### src/rtl/mips_ctrl_pkg.sv
// Shared definitions for the multicycle MIPS control FSM: state encoding,
// opcode/funct values, ALU control codes and datapath select encodings.
package mips_ctrl_pkg;

  localparam int unsigned OPCODE_W   = 6;
  localparam int unsigned FUNCT_W    = 6;
  localparam int unsigned ALU_CTRL_W = 3;
  localparam int unsigned SRCB_W     = 2;
  localparam int unsigned RDST_W     = 2;
  localparam int unsigned WB_W       = 3;
  localparam int unsigned PCSRC_W    = 3;

  // Exception entry address; the datapath ties pc mux input 4 to it.
  localparam logic [31:0] TRAP_VECTOR = 32'h0000_00FC;

  // addi shares the address-calculation state with lw/sw (identical controls),
  // which keeps the state space within 4 bits.
  typedef enum logic [3:0] {
    S_RESET    = 4'd0,
    S_FETCH    = 4'd1,
    S_DECODE   = 4'd2,
    S_R_EXEC   = 4'd3,
    S_R_WB     = 4'd4,
    S_MEM_ADDR = 4'd5,
    S_MEM_RD   = 4'd6,
    S_LOAD_WB  = 4'd7,
    S_MEM_WR   = 4'd8,
    S_ADDI_WB  = 4'd9,
    S_BRANCH   = 4'd10,
    S_JUMP     = 4'd11,
    S_JAL      = 4'd12,
    S_JR       = 4'd13,
    S_LUI      = 4'd14,
    S_TRAP     = 4'd15
  } state_t;

  localparam logic [OPCODE_W-1:0] OP_RTYPE = 6'h00;
  localparam logic [OPCODE_W-1:0] OP_J     = 6'h02;
  localparam logic [OPCODE_W-1:0] OP_JAL   = 6'h03;
  localparam logic [OPCODE_W-1:0] OP_BEQ   = 6'h04;
  localparam logic [OPCODE_W-1:0] OP_BNE   = 6'h05;
  localparam logic [OPCODE_W-1:0] OP_ADDI  = 6'h08;
  localparam logic [OPCODE_W-1:0] OP_LUI   = 6'h0F;
  localparam logic [OPCODE_W-1:0] OP_LW    = 6'h23;
  localparam logic [OPCODE_W-1:0] OP_SW    = 6'h2B;

  localparam logic [FUNCT_W-1:0] FN_JR  = 6'h08;
  localparam logic [FUNCT_W-1:0] FN_ADD = 6'h20;
  localparam logic [FUNCT_W-1:0] FN_SUB = 6'h22;
  localparam logic [FUNCT_W-1:0] FN_AND = 6'h24;
  localparam logic [FUNCT_W-1:0] FN_OR  = 6'h25;
  localparam logic [FUNCT_W-1:0] FN_SLT = 6'h2A;

  localparam logic [ALU_CTRL_W-1:0] ALU_AND = 3'd0;
  localparam logic [ALU_CTRL_W-1:0] ALU_OR  = 3'd1;
  localparam logic [ALU_CTRL_W-1:0] ALU_ADD = 3'd2;
  localparam logic [ALU_CTRL_W-1:0] ALU_SUB = 3'd6;
  localparam logic [ALU_CTRL_W-1:0] ALU_SLT = 3'd7;

  localparam logic [SRCB_W-1:0] SRCB_REGB    = 2'd0;
  localparam logic [SRCB_W-1:0] SRCB_FOUR    = 2'd1;
  localparam logic [SRCB_W-1:0] SRCB_IMM     = 2'd2;
  localparam logic [SRCB_W-1:0] SRCB_IMM_SH2 = 2'd3;

  localparam logic [RDST_W-1:0] RDST_RT = 2'd0;
  localparam logic [RDST_W-1:0] RDST_RD = 2'd1;
  localparam logic [RDST_W-1:0] RDST_RA = 2'd2;

  localparam logic [WB_W-1:0] WB_ALUOUT = 3'd0;
  localparam logic [WB_W-1:0] WB_MDR    = 3'd1;
  localparam logic [WB_W-1:0] WB_PC     = 3'd2;
  localparam logic [WB_W-1:0] WB_LUI    = 3'd3;

  localparam logic [PCSRC_W-1:0] PCSRC_ALU    = 3'd0;
  localparam logic [PCSRC_W-1:0] PCSRC_ALUOUT = 3'd1;
  localparam logic [PCSRC_W-1:0] PCSRC_JUMP   = 3'd2;
  localparam logic [PCSRC_W-1:0] PCSRC_REGA   = 3'd3;
  localparam logic [PCSRC_W-1:0] PCSRC_TRAP   = 3'd4;

endpackage

### src/rtl/alu_ctrl_decode.sv
// R-type funct to ALU control decode.
//   funct      : IR[5:0]
//   alu_ctrl_c : ALU operation code (ADD when funct is not recognised)
//   valid_c    : funct is a supported R-type ALU operation
module alu_ctrl_decode
  import mips_ctrl_pkg::*;
(
  input  logic [FUNCT_W-1:0]    funct,
  output logic [ALU_CTRL_W-1:0] alu_ctrl_c,
  output logic                  valid_c
);

  always_comb begin
    alu_ctrl_c = ALU_ADD;
    valid_c    = 1'b1;
    case (funct)
      FN_ADD:  alu_ctrl_c = ALU_ADD;
      FN_SUB:  alu_ctrl_c = ALU_SUB;
      FN_AND:  alu_ctrl_c = ALU_AND;
      FN_OR:   alu_ctrl_c = ALU_OR;
      FN_SLT:  alu_ctrl_c = ALU_SLT;
      default: valid_c    = 1'b0;
    endcase
  end

endmodule

### src/rtl/mips_multicycle_ctrl.sv
// Moore control FSM for the multicycle MIPS datapath. Outputs decode from the
// current state; pc_write in BRANCH additionally uses the ALU zero flag.
//   clk, reset        : clock, synchronous active-high reset
//   opcode, funct     : instruction fields, stable from DECODE onward
//   zero              : ALU zero flag for the current cycle
//   pc_write..epc_write : write enables / memory strobes
//   alu_src_a..pc_source : datapath mux selects
//   illegal_op        : pulses in the TRAP cycle
module mips_multicycle_ctrl
  import mips_ctrl_pkg::*;
(
  input  logic                  clk,
  input  logic                  reset,
  input  logic [OPCODE_W-1:0]   opcode,
  input  logic [FUNCT_W-1:0]    funct,
  input  logic                  zero,
  output logic                  pc_write,
  output logic                  i_or_d,
  output logic                  mem_read,
  output logic                  mem_write,
  output logic                  ir_write,
  output logic                  reg_write,
  output logic                  epc_write,
  output logic                  alu_src_a,
  output logic [SRCB_W-1:0]     alu_src_b,
  output logic [ALU_CTRL_W-1:0] alu_ctrl,
  output logic [RDST_W-1:0]     reg_dst,
  output logic [WB_W-1:0]       mem_to_reg,
  output logic [PCSRC_W-1:0]    pc_source,
  output logic                  illegal_op
);

  state_t                  state_q, state_d;
  logic [ALU_CTRL_W-1:0]   fn_alu_ctrl;
  logic                    fn_valid;

  alu_ctrl_decode u_alu_ctrl_decode (
    .funct      (funct),
    .alu_ctrl_c (fn_alu_ctrl),
    .valid_c    (fn_valid)
  );

  // State register; reset aborts any instruction in flight.
  always_ff @(posedge clk) begin
    if (reset) state_q <= S_RESET;
    else       state_q <= state_d;
  end

  // Next-state and output decode.
  always_comb begin
    state_d    = S_RESET;
    pc_write   = 1'b0;
    i_or_d     = 1'b0;
    mem_read   = 1'b0;
    mem_write  = 1'b0;
    ir_write   = 1'b0;
    reg_write  = 1'b0;
    epc_write  = 1'b0;
    alu_src_a  = 1'b0;
    alu_src_b  = SRCB_REGB;
    alu_ctrl   = ALU_AND;
    reg_dst    = RDST_RT;
    mem_to_reg = WB_ALUOUT;
    pc_source  = PCSRC_ALU;
    illegal_op = 1'b0;

    case (state_q)
      S_RESET: state_d = S_FETCH;

      S_FETCH: begin
        mem_read  = 1'b1;
        ir_write  = 1'b1;
        alu_src_b = SRCB_FOUR;
        alu_ctrl  = ALU_ADD;
        pc_write  = 1'b1;
        state_d   = S_DECODE;
      end

      // Branch target is computed speculatively into ALUOut here.
      S_DECODE: begin
        alu_src_b = SRCB_IMM_SH2;
        alu_ctrl  = ALU_ADD;
        case (opcode)
          OP_RTYPE:             state_d = (funct == FN_JR) ? S_JR : S_R_EXEC;
          OP_LW, OP_SW, OP_ADDI: state_d = S_MEM_ADDR;
          OP_BEQ, OP_BNE:       state_d = S_BRANCH;
          OP_J:                 state_d = S_JUMP;
          OP_JAL:               state_d = S_JAL;
          OP_LUI:               state_d = S_LUI;
          default:              state_d = S_TRAP;
        endcase
      end

      S_R_EXEC: begin
        alu_src_a = 1'b1;
        alu_ctrl  = fn_alu_ctrl;
        state_d   = fn_valid ? S_R_WB : S_TRAP;
      end

      S_R_WB: begin
        reg_dst   = RDST_RD;
        reg_write = 1'b1;
        state_d   = S_FETCH;
      end

      S_MEM_ADDR: begin
        alu_src_a = 1'b1;
        alu_src_b = SRCB_IMM;
        alu_ctrl  = ALU_ADD;
        case (opcode)
          OP_LW:   state_d = S_MEM_RD;
          OP_SW:   state_d = S_MEM_WR;
          OP_ADDI: state_d = S_ADDI_WB;
          default: state_d = S_FETCH;
        endcase
      end

      S_MEM_RD: begin
        i_or_d   = 1'b1;
        mem_read = 1'b1;
        state_d  = S_LOAD_WB;
      end

      S_LOAD_WB: begin
        mem_to_reg = WB_MDR;
        reg_write  = 1'b1;
        state_d    = S_FETCH;
      end

      S_MEM_WR: begin
        i_or_d    = 1'b1;
        mem_write = 1'b1;
        state_d   = S_FETCH;
      end

      S_ADDI_WB: begin
        reg_write = 1'b1;
        state_d   = S_FETCH;
      end

      // Only Mealy term: taken/not-taken folds into pc_write.
      S_BRANCH: begin
        alu_src_a = 1'b1;
        alu_ctrl  = ALU_SUB;
        pc_source = PCSRC_ALUOUT;
        pc_write  = (opcode == OP_BNE) ? ~zero : zero;
        state_d   = S_FETCH;
      end

      S_JUMP: begin
        pc_source = PCSRC_JUMP;
        pc_write  = 1'b1;
        state_d   = S_FETCH;
      end

      // PC already holds the return address (PC+4) from FETCH.
      S_JAL: begin
        reg_dst    = RDST_RA;
        mem_to_reg = WB_PC;
        reg_write  = 1'b1;
        pc_source  = PCSRC_JUMP;
        pc_write   = 1'b1;
        state_d    = S_FETCH;
      end

      S_JR: begin
        pc_source = PCSRC_REGA;
        pc_write  = 1'b1;
        state_d   = S_FETCH;
      end

      S_LUI: begin
        mem_to_reg = WB_LUI;
        reg_write  = 1'b1;
        state_d    = S_FETCH;
      end

      S_TRAP: begin
        epc_write  = 1'b1;
        illegal_op = 1'b1;
        pc_source  = PCSRC_TRAP;
        pc_write   = 1'b1;
        state_d    = S_FETCH;
      end

      default: state_d = S_RESET;
    endcase
  end

endmodule

### config.mk
export PLATFORM = sky130hd
export DESIGN_NAME = mips_multicycle_ctrl
export DESIGN_NICKNAME = d
export VERILOG_FILES = /design/src/rtl/mips_ctrl_pkg.sv /design/src/rtl/alu_ctrl_decode.sv /design/src/rtl/mips_multicycle_ctrl.sv
export SDC_FILE = /design/constraint.sdc
export NUM_CORES = 1
export LEC_CHECK = 0
export ABC_AREA = 1
export CORE_MARGIN = 5
export CORE_UTILIZATION = 45
export CTS_BUF_LIST = sky130_fd_sc_hd__clkbuf_2
export DETAILED_ROUTE_END_ITERATION = 16
export GPL_TIMING_DRIVEN = 0
export MAX_ROUTING_LAYER = met4
export PLACE_DENSITY = 0.95
export SLEW_MARGIN = 20
export SYNTH_ARGS = -nofsm -noshare
export SYNTH_HDL_FRONTEND = slang
export SYNTH_SLANG_ARGS = --single-unit
### constraint.sdc
create_clock -name clk -period 2.9 [get_ports clk]
set_input_delay 0.58 -clock clk [delete_from_list [all_inputs] [get_ports clk]]
set_output_delay 0.58 -clock clk [all_outputs]
set_load 0.02 [all_outputs]
==> flow_metrics.tcl <==
set metrics [dict create \
    cts_setup_buffers 0 \
    ant_nets 0 \
    clock_path_buffers 2 \
    hold_end "state_q[0]" \
    regToRegEndpoint "state_q[2]" \
    io_pins 37 \
    grt_max_degree 10 \
    syn_avg_cell_area_um2 5.19 \
    hold_depth 6 \
    finalSetupViolCount 0 \
    drive_gt1_share_pct 16.3 \
    die-area_um2 2690 \
    holdBufCountCts 0 \
    fin_nets 207 \
    power.density_nw_per_um2 667 \
    dp_slack_ps -175 \
    worst_ep_arrival_time_ps 2250 \
    antenna_found_initial 0 \
    clock-sinks 4 \
    clkLatencyLatePin_ps 220 \
    ctsHtreeMaxLevel 1 \
    grt.overflow.total 0 \
    rsz0062_at_grt "no" \
    num_antenna_cells 0 \
    yosysWarningCount 0 \
    ys_types 22 \
    worstPathRequired_ps 2320 \
    critPathCaptureType "output pin" \
    syn_inst 152 \
    synth_nets 167 \
    cts_tree "done" \
    hold_viol 0 \
    status "finished, final reports clean" \
    worst_slack_ps 74.4 \
    clock.fmax_mhz 354 \
    area_growth_pct 49.2 \
    port_buffers 35 \
    worstRegToRegCells 8 \
    routed_wirelength_um 2400 \
    grt_pass1_wl_um 3780 \
    regToRegStartpoint "state_q[0]" \
    gp_congestion 0.860 \
    finalSetupTns_ps 0 \
    start_util_pct 46.7 \
    via_per_inst 5.14 \
    startpoint_type "primary input" \
    ys_ff_latch 4 \
    largest_reg_flops 4 \
    top_register "state_q" \
    crit_type "primary input to output pin" \
    nFillCells 152 \
    coreArea_um2 1690 \
    drcViolationCount 0 \
    rrSetupSlack_ps 1580 \
    drtIter0Drc 30 \
    grt_usage_pct 18.8 \
    synth_seq_area_share_pct 10.2 \
    dpl.hpwl_um 2010 \
    cts_made_buffers 3 \
    drv_cap 0 \
    first_global_vias 989 \
    p_leak_uw 0.000546 \
    root_buffer "clkbuf_2" \
    synth_area_um2 788 \
    min_period_over_period_pct 97.4 \
    hold_start "state_q[2]" \
    critical_path.startpoint "opcode[5]" \
    post-route-min-period_ps 2830 \
    vias 1065 \
    die_h_um 51.9 \
    reg.largest.list "state_q: 4 flops" \
    cts.clk_slew.worst_paths_ps 50 \
    vdd_drop_max_v 0.000275 \
    dr.pass1.iters 7 \
    chipWidth_um 51.9 \
    num_rows 15 \
    fin_skew_ps 14.5 \
    critPathMaxFanout 9 \
    min_path_type "flop to flop" \
    wl_per_cell_um 11.6 \
    slew_viol_final 0 \
]
[cell usage after synthesis, drive strengths merged]
cell type,number,area share [%]
nor2,43,27
nand2,35,18
inv,26,12
nand3,21,14
a21oi,7,5.4
o21ai,6,4.3
dfxtp,4,10
nand4,3,3.2
buf,2,1.9
o22ai,2,1.6
a211oi,1,0.95
conb,1,0.48
nand3b,1,0.95
[layer usage]
layer / GRT usage [%] / vias up / part of all wire (%)
met3: 3.15 / 4 / 6.3
met1: 15.6 / 464 / 38
met5: - / - / 0
li1: - / 553 / -
met4: 6.55 / 0 / 0.79
met2: 40.2 / 44 / 55
[logic make-up after synthesis]
family                 after synthesis  share of synthesized area [%]
other                                1                          0.476
AND/OR/NAND/NOR                    103                           62.9
buffers and inverters               28                           14.3
AO/OA/AOI/OAI                       16                           12.2
flip-flops                           4                           10.2
[metrics by stage]
step / cells / util, % / total power, µW / hold slack (ps) / area (µm²)
6_report: 207 / 69.6 / 785 / 789 / 1180
5_1_grt: 207 / 69.6 / 838 / 845 / 1180
4_1_cts: 207 / 69.5 / 783 / 792 / 1170
3_5_place_dp: 204 / 68.7 / 734 / 788 / 1160
3_3_place_gp: 204 / 68.7 / 720 / 776 / 1160
2_1_floorplan: 152 / - / 487 / 642 / 788
[how the worst max path moves through the flow]
stage | endpoint | slack [ps]
after floorplan | pc_write | 930
after global placement | pc_write | -150
after detailed placement | pc_write | -170
after CTS | pc_write | 50
after global routing | pc_write | 4
final | pc_write | 70
[critical path: stages]
cell and delay (ps):
clkdlybuf4s50_1 470, nor2_4 240, nand3_1 200, nor2_2 170, a21oi_1 80, o21ai_1 90
nand4_1 90, dlygate4sd2_1 330
[layout make-up]
cell class,count,area (µm²),share of cell area (%)
inverters,26,97.6,8.30
clock buffers,3,15.0,1.28
well taps,17,21.3,1.81
plain buffers,2,15.0,1.28
multi-input cells,120,598,50.9
repair buffers,35,349,29.7
flip-flops and latches,4,80.1,6.81
[placed cells by master (no fill, tap or decap), types with 4 or more instances in the layout]
cell,count
nor2_4,5
nor2_1,31
nand3_1,20
inv_1,20
nor2_2,7
dfxtp_1,4
inv_2,6
a21oi_1,5
nand2_1,32
clkdlybuf4s50_1,34
[power by group]
part | internal, µW | switching (µW)
sequential | 77.0 | 35.3
clock | 27.8 | 24.6
combinational | 248 | 372
total | 353 | 432
[what timing repair did]
action | CTS | global route
endpoints found under the setup margin | 1 | 1
pin swaps | 0 | 0
resized for setup | 1 | 1
(Power assumes the default switching activity.)
